<file path="src/rtl/fifo_ctrl_pkg.sv">
// Shared defaults, flag-bit positions and the flag derivation helper
// for the FIFO controller and its RAM users.
package fifo_ctrl_pkg;

  localparam int AWIDTH_DEF = 9;
  localparam int DWIDTH_DEF = 16;

  // Bit positions inside the registered flag vector
  localparam int FLG_FULL   = 0;
  localparam int FLG_EMPTY  = 1;
  localparam int FLG_AFULL  = 2;
  localparam int FLG_AEMPTY = 3;
  localparam int FLG_N      = 4;

  // Pointer instance selectors
  localparam int PTR_WR = 0;
  localparam int PTR_RD = 1;

  // Status flags for a given occupancy
  function automatic logic [FLG_N-1:0] calc_flags(input int cnt, input int depth,
                                                  input int af, input int ae);
    logic [FLG_N-1:0] f;
    f             = '0;
    f[FLG_FULL]   = (cnt == depth);
    f[FLG_EMPTY]  = (cnt == 0);
    f[FLG_AFULL]  = (cnt >= af);
    f[FLG_AEMPTY] = (cnt <= ae);
    return f;
  endfunction

endpackage

</file>
<file path="src/rtl/fifo_ptr.sv">
// Wrapping FIFO pointer: W bits, the MSB acts as the wrap marker.
module fifo_ptr #(
  parameter int W = 10
) (
  input  logic         clk,
  input  logic         arst_n,
  input  logic         i_inc,
  output logic [W-1:0] o_ptr
);

  logic [W-1:0] r_ptr;

  // Advance by one on each accepted access; natural overflow wraps to 0
  always_ff @(posedge clk or negedge arst_n) begin
    if (!arst_n) r_ptr <= '0;
    else         r_ptr <= r_ptr + {{(W-1){1'b0}}, i_inc};
  end

  assign o_ptr = r_ptr;

endmodule

</file>
<file path="src/rtl/fifo_ctrl.sv">
// Single-clock FIFO controller driving one dual-port RAM. Tracks
// occupancy, registered status flags and sticky over/underflow errors.
module fifo_ctrl
  import fifo_ctrl_pkg::*;
#(
  parameter int AWIDTH = AWIDTH_DEF,
  parameter int DWIDTH = DWIDTH_DEF,
  parameter int AF_LVL = 2**AWIDTH - 4,
  parameter int AE_LVL = 4
) (
  input  logic              clk,
  input  logic              arst_n,
  input  logic              push,
  input  logic [DWIDTH-1:0] push_data,
  input  logic              pop,
  input  logic              clr_err,
  output logic              ram_wen,
  output logic [AWIDTH-1:0] ram_waddr,
  output logic [DWIDTH-1:0] ram_wdata,
  output logic              ram_ren,
  output logic [AWIDTH-1:0] ram_raddr,
  output logic              full,
  output logic              empty,
  output logic              almost_full,
  output logic              almost_empty,
  output logic [AWIDTH:0]   count,
  output logic              overflow,
  output logic              underflow
);

  localparam int DEPTH = 2**AWIDTH;
  localparam logic [FLG_N-1:0] FLAGS_RST = calc_flags(0, DEPTH, AF_LVL, AE_LVL);

  logic                  w_push_ok;
  logic                  w_pop_ok;
  logic [1:0]            w_inc;
  logic [1:0][AWIDTH:0]  w_ptr;
  logic [AWIDTH:0]       w_count_nxt;
  logic [FLG_N-1:0]      w_flags_nxt;
  logic                  w_ovf_nxt;
  logic                  w_unf_nxt;
  logic [AWIDTH:0]       r_count;
  logic [FLG_N-1:0]      r_flags;
  logic                  r_ovf;
  logic                  r_unf;

  // Accept rules come from registered flags only; a push into an empty
  // FIFO is never forwarded to a same-cycle pop.
  assign w_pop_ok  = pop & ~r_flags[FLG_EMPTY];
  assign w_push_ok = push & (~r_flags[FLG_FULL] | w_pop_ok);

  assign w_inc[PTR_WR] = w_push_ok;
  assign w_inc[PTR_RD] = w_pop_ok;

  for (genvar g = 0; g < 2; g++) begin : g_ptr
    fifo_ptr #(.W(AWIDTH+1)) u_ptr (
      .clk    (clk),
      .arst_n (arst_n),
      .i_inc  (w_inc[g]),
      .o_ptr  (w_ptr[g])
    );
  end

  assign ram_wen   = w_push_ok;
  assign ram_waddr = w_ptr[PTR_WR][AWIDTH-1:0];
  assign ram_wdata = push_data;
  assign ram_ren   = w_pop_ok;
  assign ram_raddr = w_ptr[PTR_RD][AWIDTH-1:0];

  // Next occupancy, flags and error state
  always_comb begin
    w_count_nxt = r_count + {{AWIDTH{1'b0}}, w_push_ok} - {{AWIDTH{1'b0}}, w_pop_ok};
    w_flags_nxt = calc_flags(int'(w_count_nxt), DEPTH, AF_LVL, AE_LVL);
    w_ovf_nxt   = (r_ovf & ~clr_err) | (push & ~w_push_ok);
    w_unf_nxt   = (r_unf & ~clr_err) | (pop & ~w_pop_ok);
  end

  // Occupancy, flags and sticky errors; reset discards all contents
  always_ff @(posedge clk or negedge arst_n) begin
    if (!arst_n) begin
      r_count <= '0;
      r_flags <= FLAGS_RST;
      r_ovf   <= 1'b0;
      r_unf   <= 1'b0;
    end else begin
      r_count <= w_count_nxt;
      r_flags <= w_flags_nxt;
      r_ovf   <= w_ovf_nxt;
      r_unf   <= w_unf_nxt;
    end
  end

  assign count        = r_count;
  assign full         = r_flags[FLG_FULL];
  assign empty        = r_flags[FLG_EMPTY];
  assign almost_full  = r_flags[FLG_AFULL];
  assign almost_empty = r_flags[FLG_AEMPTY];
  assign overflow     = r_ovf;
  assign underflow    = r_unf;

endmodule

</file>
<file path="config.mk">
export PLATFORM = sky130hd
export DESIGN_NAME = fifo_ctrl
export DESIGN_NICKNAME = d
export VERILOG_FILES = /design/src/rtl/fifo_ctrl_pkg.sv /design/src/rtl/fifo_ptr.sv /design/src/rtl/fifo_ctrl.sv
export SDC_FILE = /design/constraint.sdc
export NUM_CORES = 1
export LEC_CHECK = 0
export CAP_MARGIN = 30
export CORE_MARGIN = 1
export CORE_UTILIZATION = 49
export CTS_BUF_LIST = sky130_fd_sc_hd__clkbuf_2
export DETAILED_ROUTE_END_ITERATION = 7
export PLACE_DENSITY_LB_ADDON = 0.1
export SETUP_SLACK_MARGIN = 0.5
export SLEW_MARGIN = 30
export SYNTH_ARGS = -nofsm -noshare
export SYNTH_HDL_FRONTEND = slang
export SYNTH_SLANG_ARGS = --single-unit
</file>
<file path="constraint.sdc">
create_clock -name clk -period 6.4 [get_ports clk]
set_input_delay 0.96 -clock clk [delete_from_list [all_inputs] [get_ports clk]]
set_output_delay 0.96 -clock clk [all_outputs]
set_load 0.005 [all_outputs]
</file>
==> out/qor.yml, run 1 <==
hold_path:
  hp-class: "register to register"
  holdPathStages: 1
detailed_routing:
  remaining_drc_errors: 0
  ant_nets: 0
  wirelength_um: 3510
  vias: 1385
  drtIter0Drc: 43
  wl_per_cell_um: 13.6
  via_per_inst: 5.37
  first_pass_iters: 4
cts:
  post_cts_resized: 0
  hold_buffers: 0
  clock-root-buffer: "clkbuf_2"
  clkSinkCount: 34
  clk_path_buf_depth: 2
  insertion_delay_ps: 380
  post_cts_buffers: 0
  htreeDepth: 2
  numCtsBuffers: 5
  clk_pin_slew_ps: 170
  cts_tree: "built"
synth:
  synthMuxAreaShare_pct: 1.13
  synthCells: 178
  postSynthAreaPerCell_um2: 10.5
  ys_seq_elements: 34
  synthArstFlopShare_pct: 100
  ys_types: 44
  synth_ff_type: "dfrtp_1"
  synth_edf_count: 0
  synth_top_family_by_area: "simple AND/OR/NAND/NOR gates"
  synth_warnings: 0
  synthSimpleGateAreaFrac_pct: 14.8
  syn-cell-area_um2: 1880
  synth_nets: 212
  yosysSeqAreaShare_pct: 45.5
  synth_compound_area_share_pct: 11.2
  synthAdderAreaFrac_pct: 9.07
  synth-xor-area-share_pct: 9.33
finish:
  diodes: 0
  layoutNonFillerInstCount: 258
  most-common-layout-cells: "clkdlybuf4s50_1, dfrtp_1, xnor2_1, inv_1, ha_1"
  area_growth_pct: 20.4
  final_common_cell: "clkdlybuf4s50_1"
  fillCellCount: 316
  final_layout_size_suffix_gt1_share_pct: 8.10
  nets: 243
floorplanning:
  io_pins: 73
  initial_core_util_pct: 51.3
  dieArea_um2: 4080
  core-area_um2: 3660
  die_w_um: 63.9
  row_count: 22
  die_h_um: 63.9
grt:
  antenna_found_initial: 0
  grt_util_all_layers_pct: 20.0
  overflow: 0
  grt_start_max_net_pins: 35
  grt_pass1_vias: 1344
  grt_pass1_wl_um: 6190
sta:
  clock.fmax_mhz: 269
  tightest_slew_ps: 497
  holdWs_ps: 486
  setup_viol: 0
  drv_slew: 0
  fin_setup_tns_ps: 0
  finClkSkew_ps: 7.81
  finalCriticalPeriod_ps: 3710
  rsz0062_at_grt: "no"
  post-route-period-util_pct: 58.0
  hold_viol: 0
  maxSlewHeadroom_pct: 66.6
critical_path:
  arrival_ps: 4000
  critPathRequiredTime_ps: 6680
  worstPathMaxFanout: 5
  cp-end-kind: "register"
  r2r_cells: 11
  crit_type: "input pin to register"
  cp-start-kind: "input pin"
power:
  p_total_uw: 1320
  power.density_nw_per_um2: 585
  vdd_drop_max_mv: 0.462
  p_leak_uw: 0.000991
placed_design:
  place.gp.congestion: 0.866
  place_inst: 250
  dp_hpwl_um: 2720
  port_buffers: 40
job:
  cap_viol_max_count: 0
outcome:
  status: "complete, no violations"
==> kinds of logic after synthesis <==
logic type               after synthesis
adder cells (fa/ha/maj)               13
flip-flops                            34
AO/OA/AOI/OAI                         31
AND/OR/NAND/NOR                       49
buffers and inverters                 29
XOR/XNOR                              20
multiplexers                           2
==> worst paths after layout <==
kind / endpoint / from / slack, ps
max: r_flags[3] / pop / 2690
min in group asynchronous: underflow / arst_n / 970
max in group asynchronous: r_flags[3] / arst_n / 5100
max reg2reg: r_flags[3] / r_flags[1] / 3100
min: g_ptr[0].u_ptr.o_ptr[8] / g_ptr[0].u_ptr.o_ptr[8] / 490
min reg2reg: g_ptr[0].u_ptr.o_ptr[8] / g_ptr[0].u_ptr.o_ptr[8] / 490
==> worst max-delay path, stage by stage <==
cell	delay [ps]
clkdlybuf4s50_1	430
nand2b_1	180
inv_1	90
nand2b_1	140
nand2_1	70
ha_1	240
fa_1	450
a211oi_1	350
o21bai_1	140
a22o_1	240
or4_4	430
nor4_1	270
==> through the flow <==
step	utilization (%)	instance area [um^2]	worst slack (ps)
2_1_floorplan	-	1880	2970
3_3_place_gp	60.7	2220	2390
3_5_place_dp	60.7	2220	2300
4_1_cts	61.7	2260	2700
5_1_grt	61.7	2260	2420
6_report	61.7	2260	2690
==> state kept, by name, indices dropped and copies added (netlist names) <==
register / cells
g_ptr.u_ptr.o_ptr: 18
underflow: 1
r_flags: 4
overflow: 1
count: 10
==> cell usage after synthesis, drive strengths merged, types with 4 or more instances <==
master / instances / area (um^2)
nand3: 9 / 45.0
nor3: 4 / 20.0
a21oi: 6 / 30.0
dfrtp: 32 / 801
ha: 12 / 150
nor2: 5 / 18.8
o21ai: 8 / 40.0
xnor2: 14 / 123
nand2: 10 / 37.5
xor2: 6 / 52.6
buf: 16 / 120
inv: 12 / 45.0
==> power by group <==
part | switching (uW) | total [uW] | internal [uW]
sequential | 72.4 | 377 | 305
clock | 71.1 | 98.0 | 26.8
combinational | 426 | 848 | 422
total | 569 | 1320 | 754
==> area by class of cell <==
| cell class | count | area, um^2 | share of cell area, % |
|---|---|---|---|
| tap | 48 | 60.1 | 2.66 |
| timing repair buffer | 41 | 408 | 18.1 |
| inverter | 12 | 45.0 | 1.99 |
| sequential | 34 | 853 | 37.8 |
| clock inverter | 2 | 8.76 | 0.388 |
| clock buffer | 6 | 30.0 | 1.33 |
| multi-input combinational | 115 | 855 | 37.8 |
==> metal layers <==
metal  part of all wire [%]  track usage (%)
met1                     44             23.9
met2                     46             31.8
met3                    5.8             6.43
met4                    3.9             10.5
met5                      0                0
No activity file was read; power rests on OpenSTA's default activity.
==> inputs of run 2 (changes only) <==
- CORE_UTILIZATION: 49 -> 41
- clock period: 6.4 -> 3.25 ns (I/O delays scaled with it)
==> out/qor.yml, run 2 (same netlist as run 1, synthesis figures left out) <==
outcome:
  status: "complete, no violations"
critical_path:
  startpoint: "r_flags[1]"
  cp-end-kind: "register"
  worstReg2RegEnd: "r_flags[0]"
  endpoint: "r_flags[0]"
  reg2reg_from: "r_flags[1]"
  cp-start-kind: "register"
  r2r_slack_ps: 530  # -2570 ps
  r2r_cells: 11  # unchanged
  critPathRequiredTime_ps: 3540  # -3140 ps
  crit_type: "register to register"
  worstPathMaxFanout: 4  # -1
  arrival_ps: 3010  # -990 ps
cts:
  clk_pin_slew_ps: 170  # about the same
  clock-root-buffer: "clkbuf_2"
  clk_path_buf_depth: 2  # unchanged
  numCtsBuffers: 5  # unchanged
  hold_buffers: 0  # unchanged
  htreeDepth: 2  # unchanged
  insertion_delay_ps: 370  # about the same
  cts_tree: "built"
  clkSinkCount: 34  # unchanged
floorplanning:
  row_count: 24  # +9.1%
  die_w_um: 69.7  # +9.0%
  initial_core_util_pct: 42.8  # -8.5 points
  io_pins: 73  # unchanged
  core-area_um2: 4380  # +20%
  die_h_um: 69.7  # +9.0%
  dieArea_um2: 4850  # +19%
power:
  comb_power_share_pct: 66.9  # +2.8 points
  swShare_pct: 42.8  # -0.24 points
  pwr-share-clk_pct: 6.9  # -0.5 points
  sequentialPowerShare_pct: 26.2  # -2.3 points
  vdd_drop_max_mv: 0.843  # +83%
  p_leak_uw: 0.00106  # +7.2%
  power.density_nw_per_um2: 1170  # +100%
  p_sw_uw: 1220  # +110%
  intPower_uw: 1630  # +120%
sta:
  rsz0062_at_grt: "yes"
  hold_viol: 0  # unchanged
  maxSlewHeadroom_pct: 70.9  # +4.3 points
  clock.fmax_mhz: 368
  finClkSkew_ps: 10.3  # +2.50 ps
  drv_slew: 0  # unchanged
  fin_setup_tns_ps: 0  # unchanged
  setup_viol: 0  # unchanged
  tightest_slew_ps: 436  # -61.1 ps
  post-route-period-util_pct: 83.6
  finalCriticalPeriod_ps: 2720
detailed_routing:
  first_pass_iters: 4  # unchanged
  via_per_inst: 5.14  # -4.2%
  vias: 1399  # +1.0%
  remaining_drc_errors: 0  # unchanged
  wl_per_cell_um: 13.9  # +1.9%
  drtIter0Drc: 69  # +60%
  ant_nets: 0  # unchanged
  wirelength_um: 3770  # +7.5%
job:
  cap_viol_max_count: 0  # unchanged
finish:
  nets: 253  # +4.1%
  utilization_pct: 55.2  # -6.5 points
  area_growth_pct: 29.0
  layoutNonFillerInstCount: 272  # +5.4%
  largest_reg_flops: 18  # unchanged
  final_layout_size_suffix_gt1_share_pct: 17.7  # +9.6 points
  most-common-layout-cells: "clkdlybuf4s50_1, dfrtp_1, xnor2_1"
  final_common_cell: "clkdlybuf4s50_1"
  diodes: 0  # unchanged
grt:
  grt_start_max_net_pins: 35  # unchanged
  overflow: 0  # unchanged
  grt_util_all_layers_pct: 17.0  # -3.0 points
  antenna_found_initial: 0  # unchanged
  grt_pass1_vias: 1431  # +6.5%
  grt_pass1_wl_um: 6600  # +6.6%
placed_design:
  dp_hpwl_um: 2830  # +4.2%
  port_buffers: 40  # unchanged
  place_inst: 262  # +4.8%
  place.gp.congestion: 0.959  # +11%
hold_path:
  hp-class: "register to register"
run 2: changes by cell type in the layout (fill, tap and decap cells not counted), moves of 2 or more:
cell	previous run	this run
nor4_2	0	2
nand2b_1	3	1
nor4_1	2	0
buf_4	1	11
nand2b_4	0	2
run 2: how the worst min path moves through the flow:
stage,from,end,cells past startpoint
after global routing,arst_n,g_ptr[0].u_ptr.o_ptr[7],2
after floorplan,arst_n,count[0],0
after CTS,arst_n,g_ptr[0].u_ptr.o_ptr[7],2
final,g_ptr[0].u_ptr.o_ptr[8],g_ptr[0].u_ptr.o_ptr[8],1
after detailed placement,g_ptr[0].u_ptr.o_ptr[8],g_ptr[0].u_ptr.o_ptr[8],1
after global placement,g_ptr[0].u_ptr.o_ptr[8],g_ptr[0].u_ptr.o_ptr[8],1
run 2: area by class of cell:
class	count	area (um^2)
flip-flops and latches	34	853
repair buffers	51	482
multi-input cells	115	935
clock inverters	1	3.75
fillers	390	1960
clock buffers	7	35.0
well taps	52	65.1
inverters	12	47.5
run 2: timing repair:
item,CTS,global route
pin swaps,3,0
setup buffers,1,1
resized for setup,3,2
endpoints found under the setup margin,4,4
gates cloned,0,0
run 2: stage by stage:
stage / power (uW) / hold WS, ps / worst slack (ps) / area [um^2]
after floorplan: 1910 / 192 / 438 / 1930
after global placement: 2560 / 464 / 5.01 / 2340
final: 2840 / 478 / 532 / 2420
after detailed placement: 2560 / 462 / -83.9 / 2340
after global routing: 3100 / 494 / 376 / 2420
after CTS: 2830 / 480 / 501 / 2400
run 2: worst max-delay path: stages, from the launching register on:
cell and delay (ps):
dfstp_2 560, nand2b_4 140, inv_4 40, nand2b_4 70
nand2_4 50, ha_4 160, fa_2 360, a211oi_2 230
o21bai_1 100, a22o_1 210, or4_4 460, nor4b_4 250
run 2: per-layer routing:
metal  share of wire, %  vias to the layer above  global-route usage, %
li1                   -                      683                      -
met1                 45                      649                   21.1
met2                 46                       48                   26.9
met3                6.9                       19                   5.52
met4                2.6                        0                   7.78
met5                  0                        -                      0
run 2: power groups by stage:
stage / Clock (uW) / Sequential [uW] / Combinational, uW
after CTS: 212 / 749 / 1870
after floorplan: 0 / 752 / 1160
after global placement: 0 / 747 / 1810
final: 197 / 744 / 1900
after global routing: 226 / 768 / 2100
after detailed placement: 0 / 759 / 1800
